$ cat config.mk
export PLATFORM = sky130hd
export DESIGN_NAME = counter_sched
export DESIGN_NICKNAME = d
export VERILOG_FILES = /design/src/rtl/counter_sched.sv
export SDC_FILE = /design/constraint.sdc
export NUM_CORES = 1
export LEC_CHECK = 0
export ABC_AREA = 1
export CAP_MARGIN = 10
export CORE_AREA = 2 2 105 107
export CTS_BUF_LIST = sky130_fd_sc_hd__clkbuf_8 sky130_fd_sc_hd__clkbuf_16
export DETAILED_ROUTE_END_ITERATION = 7
export DIE_AREA = 0 0 107 109
export GPL_ROUTABILITY_DRIVEN = 0
export MAX_ROUTING_LAYER = met4
export PLACE_DENSITY = 0.84
export SLEW_MARGIN = 20
export SYNTH_ARGS = -nofsm -noshare
export SYNTH_HDL_FRONTEND = slang
export SYNTH_SLANG_ARGS = --single-unit
$ cat constraint.sdc
create_clock -name CLK -period 1.9 [get_ports CLK]
set_input_delay 0.285 -clock CLK [delete_from_list [all_inputs] [get_ports CLK]]
set_output_delay 0.285 -clock CLK [all_outputs]
set_load 0.03 [all_outputs]
$ cat src/rtl/counter_sched.sv
// Round-robin command scheduler for an external 32-bit counter: grants requester A or B,
// then preloads the counter, runs it for LEN enabled cycles, captures the result and acknowledges.
module counter_sched #(
    parameter int LEN_W = 16
) (
    input  logic             CLK,
    input  logic             RESET,
    input  logic             REQ_A,
    input  logic             REQ_B,
    input  logic [1:0]       MODO_A,
    input  logic [1:0]       MODO_B,
    input  logic [31:0]      D_A,
    input  logic [31:0]      D_B,
    input  logic [LEN_W-1:0] LEN_A,
    input  logic [LEN_W-1:0] LEN_B,
    input  logic [31:0]      CNT_Q,
    input  logic             CNT_RCO,
    output logic             CNT_ENABLE,
    output logic [1:0]       CNT_MODO,
    output logic [31:0]      CNT_D,
    output logic             ACK_A,
    output logic             ACK_B,
    output logic             BUSY,
    output logic             GNT,
    output logic [31:0]      RESULT,
    output logic             OVF
);

    typedef enum logic [2:0] {
        IDLE,
        PRELOAD,
        RUN,
        SETTLE,
        DONE
    } state_t;

    localparam logic [1:0]       MODE_LOAD = 2'b11;
    localparam logic [LEN_W-1:0] LEN_ONE   = LEN_W'(1);

    state_t           state_q, state_d;
    logic [1:0]       mode_q, mode_d;
    logic [31:0]      dval_q, dval_d;
    logic [LEN_W-1:0] len_q, len_d;
    logic             gnt_q, gnt_d;
    logic             prio_b_q, prio_b_d;
    logic             blk_a_q, blk_a_d;
    logic             blk_b_q, blk_b_d;
    logic [31:0]      result_q, result_d;
    logic             ovf_q, ovf_d;

    logic elig_a, elig_b, pick_b;

    assign elig_a = REQ_A && !blk_a_q;
    assign elig_b = REQ_B && !blk_b_q;

    always_comb begin
        state_d    = state_q;
        mode_d     = mode_q;
        dval_d     = dval_q;
        len_d      = len_q;
        gnt_d      = gnt_q;
        prio_b_d   = prio_b_q;
        result_d   = result_q;
        ovf_d      = ovf_q;
        blk_a_d    = 1'b0;
        blk_b_d    = 1'b0;
        pick_b     = 1'b0;
        CNT_ENABLE = 1'b0;
        CNT_MODO   = 2'b00;

        case (state_q)
            IDLE: begin
                if (elig_a || elig_b) begin
                    // B wins only when alone or when it holds the round-robin priority
                    pick_b   = elig_b && (!elig_a || prio_b_q);
                    gnt_d    = pick_b;
                    prio_b_d = !pick_b;
                    mode_d   = pick_b ? MODO_B : MODO_A;
                    dval_d   = pick_b ? D_B : D_A;
                    len_d    = pick_b ? LEN_B : LEN_A;
                    ovf_d    = 1'b0;
                    state_d  = PRELOAD;
                end
            end
            PRELOAD: begin
                CNT_ENABLE = 1'b1;
                CNT_MODO   = MODE_LOAD;
                if (mode_q != MODE_LOAD && len_q != '0) begin
                    state_d = RUN;
                end else begin
                    state_d = SETTLE;
                end
            end
            RUN: begin
                CNT_ENABLE = 1'b1;
                CNT_MODO   = mode_q;
                if (CNT_RCO) begin
                    ovf_d = 1'b1;
                end
                len_d = len_q - LEN_ONE;
                if (len_q == LEN_ONE) begin
                    state_d = SETTLE;
                end
            end
            SETTLE: begin
                result_d = CNT_Q;
                state_d  = DONE;
            end
            DONE: begin
                // The served requester sits out the next IDLE cycle
                blk_a_d = !gnt_q;
                blk_b_d = gnt_q;
                state_d = IDLE;
            end
            default: begin
                state_d = IDLE;
            end
        endcase
    end

    always_ff @(posedge CLK) begin
        if (RESET) begin
            state_q  <= IDLE;
            mode_q   <= 2'b00;
            dval_q   <= '0;
            len_q    <= '0;
            gnt_q    <= 1'b0;
            prio_b_q <= 1'b0;
            blk_a_q  <= 1'b0;
            blk_b_q  <= 1'b0;
            result_q <= '0;
            ovf_q    <= 1'b0;
        end else begin
            state_q  <= state_d;
            mode_q   <= mode_d;
            dval_q   <= dval_d;
            len_q    <= len_d;
            gnt_q    <= gnt_d;
            prio_b_q <= prio_b_d;
            blk_a_q  <= blk_a_d;
            blk_b_q  <= blk_b_d;
            result_q <= result_d;
            ovf_q    <= ovf_d;
        end
    end

    assign CNT_D  = dval_q;
    assign ACK_A  = (state_q == DONE) && !gnt_q;
    assign ACK_B  = (state_q == DONE) && gnt_q;
    assign BUSY   = (state_q != IDLE);
    assign GNT    = gnt_q;
    assign RESULT = result_q;
    assign OVF    = ovf_q;

endmodule

==> impl_metrics.prom <==
# TYPE chip_impl_metric gauge
chip_impl_info{name="run_status",value="complete, no violations"} 1
chip_impl_metric{name="yosys_warnings",unit=""} 0
chip_impl_metric{name="netlist_area_before_placement",unit="µm²"} 4120
chip_impl_metric{name="die-area",unit="µm²"} 11700
chip_impl_metric{name="maxCapViolations",unit=""} 0
chip_impl_info{name="cpMaxStageDelayCell",value="sky130_fd_sc_hd__dfxtp_1"} 1
chip_impl_metric{name="area_of_the_placeable_core",unit="µm²"} 10600
chip_impl_metric{name="number_of_buffers_inserted_during_clock_tree_synthesis",unit=""} 9
chip_impl_info{name="cts_tree",value="done"} 1
chip_impl_metric{name="die-height",unit="µm"} 109
chip_impl_info{name="hold_class",value="flop to flop"} 1
chip_impl_metric{name="syn-instance-count",unit=""} 620
chip_impl_info{name="worst-setup-path-type",value="flop to output port"} 1
chip_impl_metric{name="number_of_optimization_iterations_in_the_first_detailed_route_pass",unit=""} 4
chip_impl_metric{name="post-layout-total-power",unit="mW"} 6.95
chip_impl_info{name="timing.critical_path.max_delay_family",value="buffers and inverters"} 1
chip_impl_info{name="dominantRegCellSynth",value="sky130_fd_sc_hd__dfxtp_1"} 1
chip_impl_metric{name="power_leakage",unit="nW"} 2.80
chip_impl_metric{name="critical-path-max-stage-delay",unit="ps"} 350
chip_impl_metric{name="post_drt_via_cell_ratio",unit=""} 4.91
chip_impl_metric{name="powerDensity",unit="nW/µm²"} 1040
chip_impl_metric{name="initial_core_util",unit=""} 0.388
chip_impl_info{name="ys_top_cells_by_area",value="sky130_fd_sc_hd__dfxtp_1, sky130_fd_sc_hd__nand2_1, sky130_fd_sc_hd__nor2_1"} 1
chip_impl_metric{name="instances_no_fill",unit=""} 971
chip_impl_metric{name="grt_overflow_total",unit=""} 0
chip_impl_info{name="synth.most_common_cell",value="sky130_fd_sc_hd__nand2_1"} 1
chip_impl_metric{name="cts_max_level",unit=""} 3
chip_impl_metric{name="tightest_slew",unit="ps"} 557
chip_impl_metric{name="synth-async-reset-ratio",unit=""} 0
chip_impl_info{name="critical-path-top-cell-by-count",value="sky130_fd_sc_hd__nand2_1"} 1
chip_impl_metric{name="syn_avg_cell_area",unit="µm²"} 6.64
chip_impl_metric{name="critical_path_buf_inv_count",unit=""} 3
chip_impl_metric{name="total_switching_power",unit="mW"} 2.65
chip_impl_metric{name="detail-route-antenna-nets",unit=""} 0
chip_impl_metric{name="postLayoutCoreUtil",unit=""} 0.632
chip_impl_metric{name="chipWidth",unit="µm"} 107
chip_impl_metric{name="ir_drop",unit="V"} 0.000541
chip_impl_info{name="critical_path.cell_chain",value="inv_2 > nor3_4 > buf_12 > nand2_1 > nand2_1 > buf_4"} 1
chip_impl_metric{name="synthToLayoutAreaGrowth",unit="%"} 62.7
chip_impl_metric{name="grt_max_degree",unit=""} 49
chip_impl_metric{name="global_route_wire_length_before_repair",unit="µm"} 21900
chip_impl_metric{name="detail_route.wirelength",unit="µm"} 13900
chip_impl_metric{name="critical_path_arrival",unit="ps"} 1520
chip_impl_metric{name="synth_seq_area_share",unit=""} 0.437
chip_impl_metric{name="cellInternalPower",unit="mW"} 4.30
chip_impl_metric{name="iteration_0_drc_markers",unit=""} 300
chip_impl_info{name="setup.worst_path.end_class",value="output port"} 1
chip_impl_metric{name="timing.final.crit_share",unit=""} 0.950
chip_impl_metric{name="stages_on_the_worst_setup_path",unit=""} 6
chip_impl_metric{name="max_freq",unit="MHz"} 554
chip_impl_metric{name="timing.reg2reg.worst_path_depth",unit=""} 7
chip_impl_metric{name="cts_num_sinks",unit=""} 90
chip_impl_metric{name="clock-skew-final",unit="ps"} 11.4
chip_impl_metric{name="finalSetupViolCount",unit=""} 0
chip_impl_metric{name="hold_buffers",unit=""} 0
chip_impl_metric{name="power_frac_comb",unit=""} 0.428
chip_impl_metric{name="synth_seq_cells",unit=""} 90
chip_impl_metric{name="finalWorstPathRequiredPeriod",unit="ps"} 1800
chip_impl_metric{name="final-max-slew-violation-count",unit=""} 0
chip_impl_metric{name="required_time_at_the_worst_slack_endpoint",unit="ps"} 1620
chip_impl_metric{name="finalHoldWorstSlack",unit="ps"} 483
chip_impl_metric{name="hold_viol_final",unit=""} 0
chip_impl_metric{name="synth.distinct_cells",unit=""} 27
chip_impl_metric{name="num_antenna_cells",unit=""} 0
chip_impl_metric{name="dpl.cell_count",unit=""} 954
chip_impl_metric{name="power_switching_share",unit=""} 0.382
chip_impl_metric{name="clkLatencyLatePin",unit="ps"} 350
chip_impl_info{name="synth_top_cells_by_count",value="sky130_fd_sc_hd__nand2_1, sky130_fd_sc_hd__nor2_1, sky130_fd_sc_hd__dfxtp_1"} 1
chip_impl_metric{name="timing.setup.tns",unit="ps"} 0
chip_impl_metric{name="power_frac_clock",unit=""} 0.227
chip_impl_metric{name="slew_headroom",unit=""} 0.628
chip_impl_metric{name="post-dp-hpwl",unit="µm"} 10000
chip_impl_info{name="rsz0062_at_grt",value="no"} 1
chip_impl_metric{name="synthDominantCellAreaShare",unit=""} 0.437
chip_impl_info{name="critical_path.startpoint_type",value="flop"} 1
chip_impl_metric{name="number_of_buffers_on_the_longest_clock_path",unit=""} 2
chip_impl_metric{name="cts.clk_slew.worst_paths",unit="ps"} 90
chip_impl_metric{name="filler_cell_count",unit=""} 972
chip_impl_metric{name="layout-drive-gt1-share",unit=""} 0.0686
chip_impl_metric{name="synth_edf_count",unit=""} 0
chip_impl_metric{name="postSynthNetCount",unit=""} 759
chip_impl_metric{name="min_delay_path_depth",unit=""} 1
chip_impl_info{name="clock-root-buffer",value="sky130_fd_sc_hd__clkbuf_8"} 1
chip_impl_metric{name="ios",unit=""} 209
chip_impl_metric{name="finish.net_count",unit=""} 966
chip_impl_metric{name="antenna_violations_before_repair",unit=""} 0
chip_impl_metric{name="placement.io_buffers",unit=""} 208
chip_impl_info{name="synth_top_area_cell",value="sky130_fd_sc_hd__dfxtp_1"} 1
chip_impl_metric{name="seqPwrFrac",unit=""} 0.345
chip_impl_metric{name="route.detailed.drc",unit=""} 0
chip_impl_metric{name="track_usage",unit=""} 0.241
chip_impl_metric{name="worstPathMaxFanout",unit=""} 10
chip_impl_metric{name="detail_route.wl_per_cell",unit="µm"} 14.3
chip_impl_metric{name="num_rows",unit=""} 38
chip_impl_metric{name="first_global_vias",unit=""} 4660
chip_impl_metric{name="vias",unit=""} 4769
worst paths after layout:
check	slack (ps)	startpoint	endpoint
setup / recovery	100	state_q[1]	CNT_MODO[1]
hold / removal	480	GNT	blk_a_q
setup reg to reg	280	state_q[0]	len_q[11]
hold reg to reg	480	GNT	blk_a_q
stage by stage:
step	setup WS, ps	cell area, µm²
CTS	35.7	6670
global placement	90.0	6430
global route	6.75	6700
finish	95.6	6700
floorplan	451	4120
detailed placement	41.0	6430
final cells by class:
| type | count | area [µm²] | area share |
|---|---|---|---|
| timing repair buffer | 228 | 2310 | 0.344 |
| inverter | 45 | 169 | 0.0252 |
| sequential | 90 | 1800 | 0.269 |
| tap | 140 | 175 | 0.0261 |
| clock buffer | 9 | 124 | 0.0185 |
| multi-input combinational | 453 | 2010 | 0.300 |
| clock inverter | 6 | 115 | 0.0172 |
repair_timing:
| action | CTS | global route |
|---|---|---|
| cloned | 0 | 1 |
| setup endpoints to repair | 3 | 2 |
| resized for setup | 2 | 0 |
| pin swaps | 0 | 1 |
| buffers inserted | 0 | 1 |
cell families (layout without fill, tap and decap cells):
logic type / after synthesis / count (layout) / synth area share
AO/OA/AOI/OAI: 105 / 105 / 0.140
XOR/XNOR: 1 / 1 / 0.00213
adder cells (fa/ha/maj): 2 / 2 / 0.00607
buffers and inverters: 77 / 288 / 0.0778
flip-flops: 90 / 90 / 0.437
AND/OR/NAND/NOR: 345 / 345 / 0.337
sequential cells by signal, summed over array words and instances, names as in the netlist:
| signal | flops |
|---|---|
| state_q | 3 |
| CNT_D | 32 |
| prio_b_q | 1 |
| GNT | 1 |
| len_q | 16 |
| mode_q | 2 |
| blk_a_q | 1 |
| blk_b_q | 1 |
| RESULT | 32 |
| OVF | 1 |
power by group through the flow:
stage               clock network [mW]  logic [mW]  registers (mW)
floorplan                            0        1.37            2.77
global placement                     0        2.89            2.43
detailed placement                   0        2.93            2.43
CTS                               1.61        2.95            2.40
global route                      1.70        3.26            2.44
finish                            1.58        2.97            2.40
per-layer routing:
| metal | vias to the layer above | part of all wire | track usage |
|---|---|---|---|
| li1 | 2403 | - | - |
| met1 | 2132 | 0.42 | 0.302 |
| met2 | 209 | 0.48 | 0.392 |
| met3 | 25 | 0.076 | 0.0514 |
| met4 | 0 | 0.023 | 0.0770 |
| met5 | - | 0 | - |
cell usage in the layout, fill, tap and decap left out, types with 7 or more instances in the layout:
master,count
sky130_fd_sc_hd__a21oi_1,15
sky130_fd_sc_hd__a31oi_1,34
sky130_fd_sc_hd__buf_4,18
sky130_fd_sc_hd__clkbuf_8,9
sky130_fd_sc_hd__clkdlybuf4s50_1,201
sky130_fd_sc_hd__dfxtp_1,90
sky130_fd_sc_hd__inv_1,38
sky130_fd_sc_hd__inv_2,7
sky130_fd_sc_hd__nand2_1,181
sky130_fd_sc_hd__nand3_1,34
sky130_fd_sc_hd__nor2_1,115
sky130_fd_sc_hd__o21ai_0,44
sky130_fd_sc_hd__o21ai_1,8
(Power assumes the default switching activity.)
==> patch (same settings) <==
Make the reset (`RESET`) asynchronous in one clocked block.
--- a/src/rtl/counter_sched.sv
+++ b/src/rtl/counter_sched.sv
@@ -118,7 +118,7 @@
         endcase
     end
 
-    always_ff @(posedge CLK) begin
+    always_ff @(posedge CLK or posedge RESET) begin
         if (RESET) begin
             state_q  <= IDLE;
             mode_q   <= 2'b00;
Formal check against the unedited RTL: differs if RESET is asserted again (counterexample within 4 cycles, from zero or initial values and one cycle with RESET high); with RESET held inactive, the same outputs for 10 cycles.
==> patch against the original RTL <==
Via count shrank 1.7%; setup slack improved by 0.018 ns; cell area grew 4.9%; global-route usage grew 0.97 points; sequential cell count stayed put; area after synthesis rose by 8.1%; highest routed layer unchanged; non-clock buffer count up 1; wire length is 0.27% higher; critical endpoint is now CNT_ENABLE.
Power is not compared: it rests on default switching activity, and its combinational part moved more than twofold at a synthesized area within 25%.
==> patch: results (changes against the original RTL) <==
[setup_path]
path_delay_family=flip-flops
path_max_fanout=7  ; -3
cp.arrival_ns=1.50  ; -0.02 ns
cp_slowest_cell=dfrtp_1
slowest_delay_ns=0.46  ; +0.11 ns

[clock_network]
cts_max_level=3  ; unchanged
clk-insertion-delay-late_ns=0.37  ; +0.02 ns
clk_pin_slew_ns=0.09  ; about the same
cts_buffer_depth=2  ; unchanged

[finish]
fin_nets=951  ; -1.6%
drive_gt1_frac=0.0698  ; +0.00118
diodes=0  ; unchanged

[drt]
routed_wl_um=13900  ; +0.27%
dr.pass1.iters=6  ; +2
vias=4690  ; -1.7%
first_iter_violations=299  ; -0.33%

[logic_synthesis]
synth_ff_type=dfrtp_1
synthTopCellsByCount=nand2_1 (271), dfrtp_1 (90), nand3_1 (64)
netlist_top_cells_area=dfrtp_1 (51%), nand2_1 (23%), nand3_1 (7.2%)
syn_nets=736  ; -3.0%
async_flop_share=1.00  ; +1.00
synth-seq-area-share=0.506  ; +0.0682
synth.distinct_cells=28  ; +3.7%

[global_route]
grt_pass1_wl_um=22300  ; +1.9%
track_usage=0.251  ; +0.00975
grt_max_degree=36  ; -27%

[placement]
postPlaceCellArea_sq_mm=0.00683  ; +6.3%
hpwl_um=10700  ; +6.6%

[timing]
skew_ns=0.0106  ; -0.000755 ns
slew_headroom=0.658  ; +0.0296

[outcome]
status=finished clean

[min_path]
holdCritPathClass=input pin to asynchronous set/reset pin

==> patch: repair_timing <==
item,CTS,global route
gates resized for setup,2,1
gates cloned,0,0
setup endpoints to repair,2,3
buffers inserted,0,0
==> patch: cells by family after synthesis <==
logic type	Yosys count	share of synthesized area
compound gates	45	0.0551
xor+xnor	1	0.00197
fa+ha+maj	2	0.00562
buf+inv	68	0.0705
flops	90	0.506
simple gates	391	0.361
==> patch: per-layer routing <==
metal  track usage  vias to the layer above  wire, um
li1              -                     2284         -
met1         0.290                     2178      5280
met2         0.428                      191      7160
met3        0.0490                       37      1050
met4         0.109                        0       414
met5             -                        -         0
==> patch: where the power goes <==
part / switching, mW / total (mW) / internal (mW) / leakage (nW)
logic: 4.18 / 7.06 / 2.88 / 2.12
clock network: 0.666 / 1.33 / 0.665 / 0.113
registers: 0.682 / 3.56 / 2.88 / 1.10
==> patch: cell type report <==
type / instances / area (sq um)
Fill cell: 898 / 3570
Timing Repair Buffer: 229 / 2350
Sequential cell: 90 / 2250
Multi-Input combinational cell: 439 / 1890
Tap cell: 140 / 175
Inverter: 43 / 165
Clock buffer: 11 / 151
Clock inverter: 5 / 46.3
==> patch: worst reg2reg max path: stages, from the launching register on <==
cell     delay [ns]
dfrtp_1        0.46
inv_1          0.13
nor3_4         0.38
inv_2          0.35
nand2_1        0.15
nand2_1        0.07
==> patch: stage by stage <==
stage | setup slack, ns | cells | hold WS, ns | util
finish | 0.114 | 957 | 0.208 | 0.663
global route | 0.0269 | 957 | 0.221 | 0.663
CTS | 0.0692 | 957 | 0.201 | 0.663
detailed placement | 0.0418 | 941 | 0.457 | 0.644
global placement | 0.0631 | 941 | 0.455 | 0.644
floorplan | 0.198 | 597 | 0.402 | -
==> patch: worst paths after layout <==
path                                  from          to  slack, ns  cells past startpoint
worst max-delay path            state_q[2]  CNT_ENABLE       0.11                      5
min in group CLK                 CNT_Q[29]  RESULT[29]       0.45                      3
worst max register to register  state_q[1]   RESULT[0]       0.25                      5
worst min register to register  RESULT[22]  RESULT[22]       0.47                      2
worst min-delay path                 RESET   RESULT[0]       0.21                      2
max in group asynchronous            RESET  RESULT[18]       1.11                      3
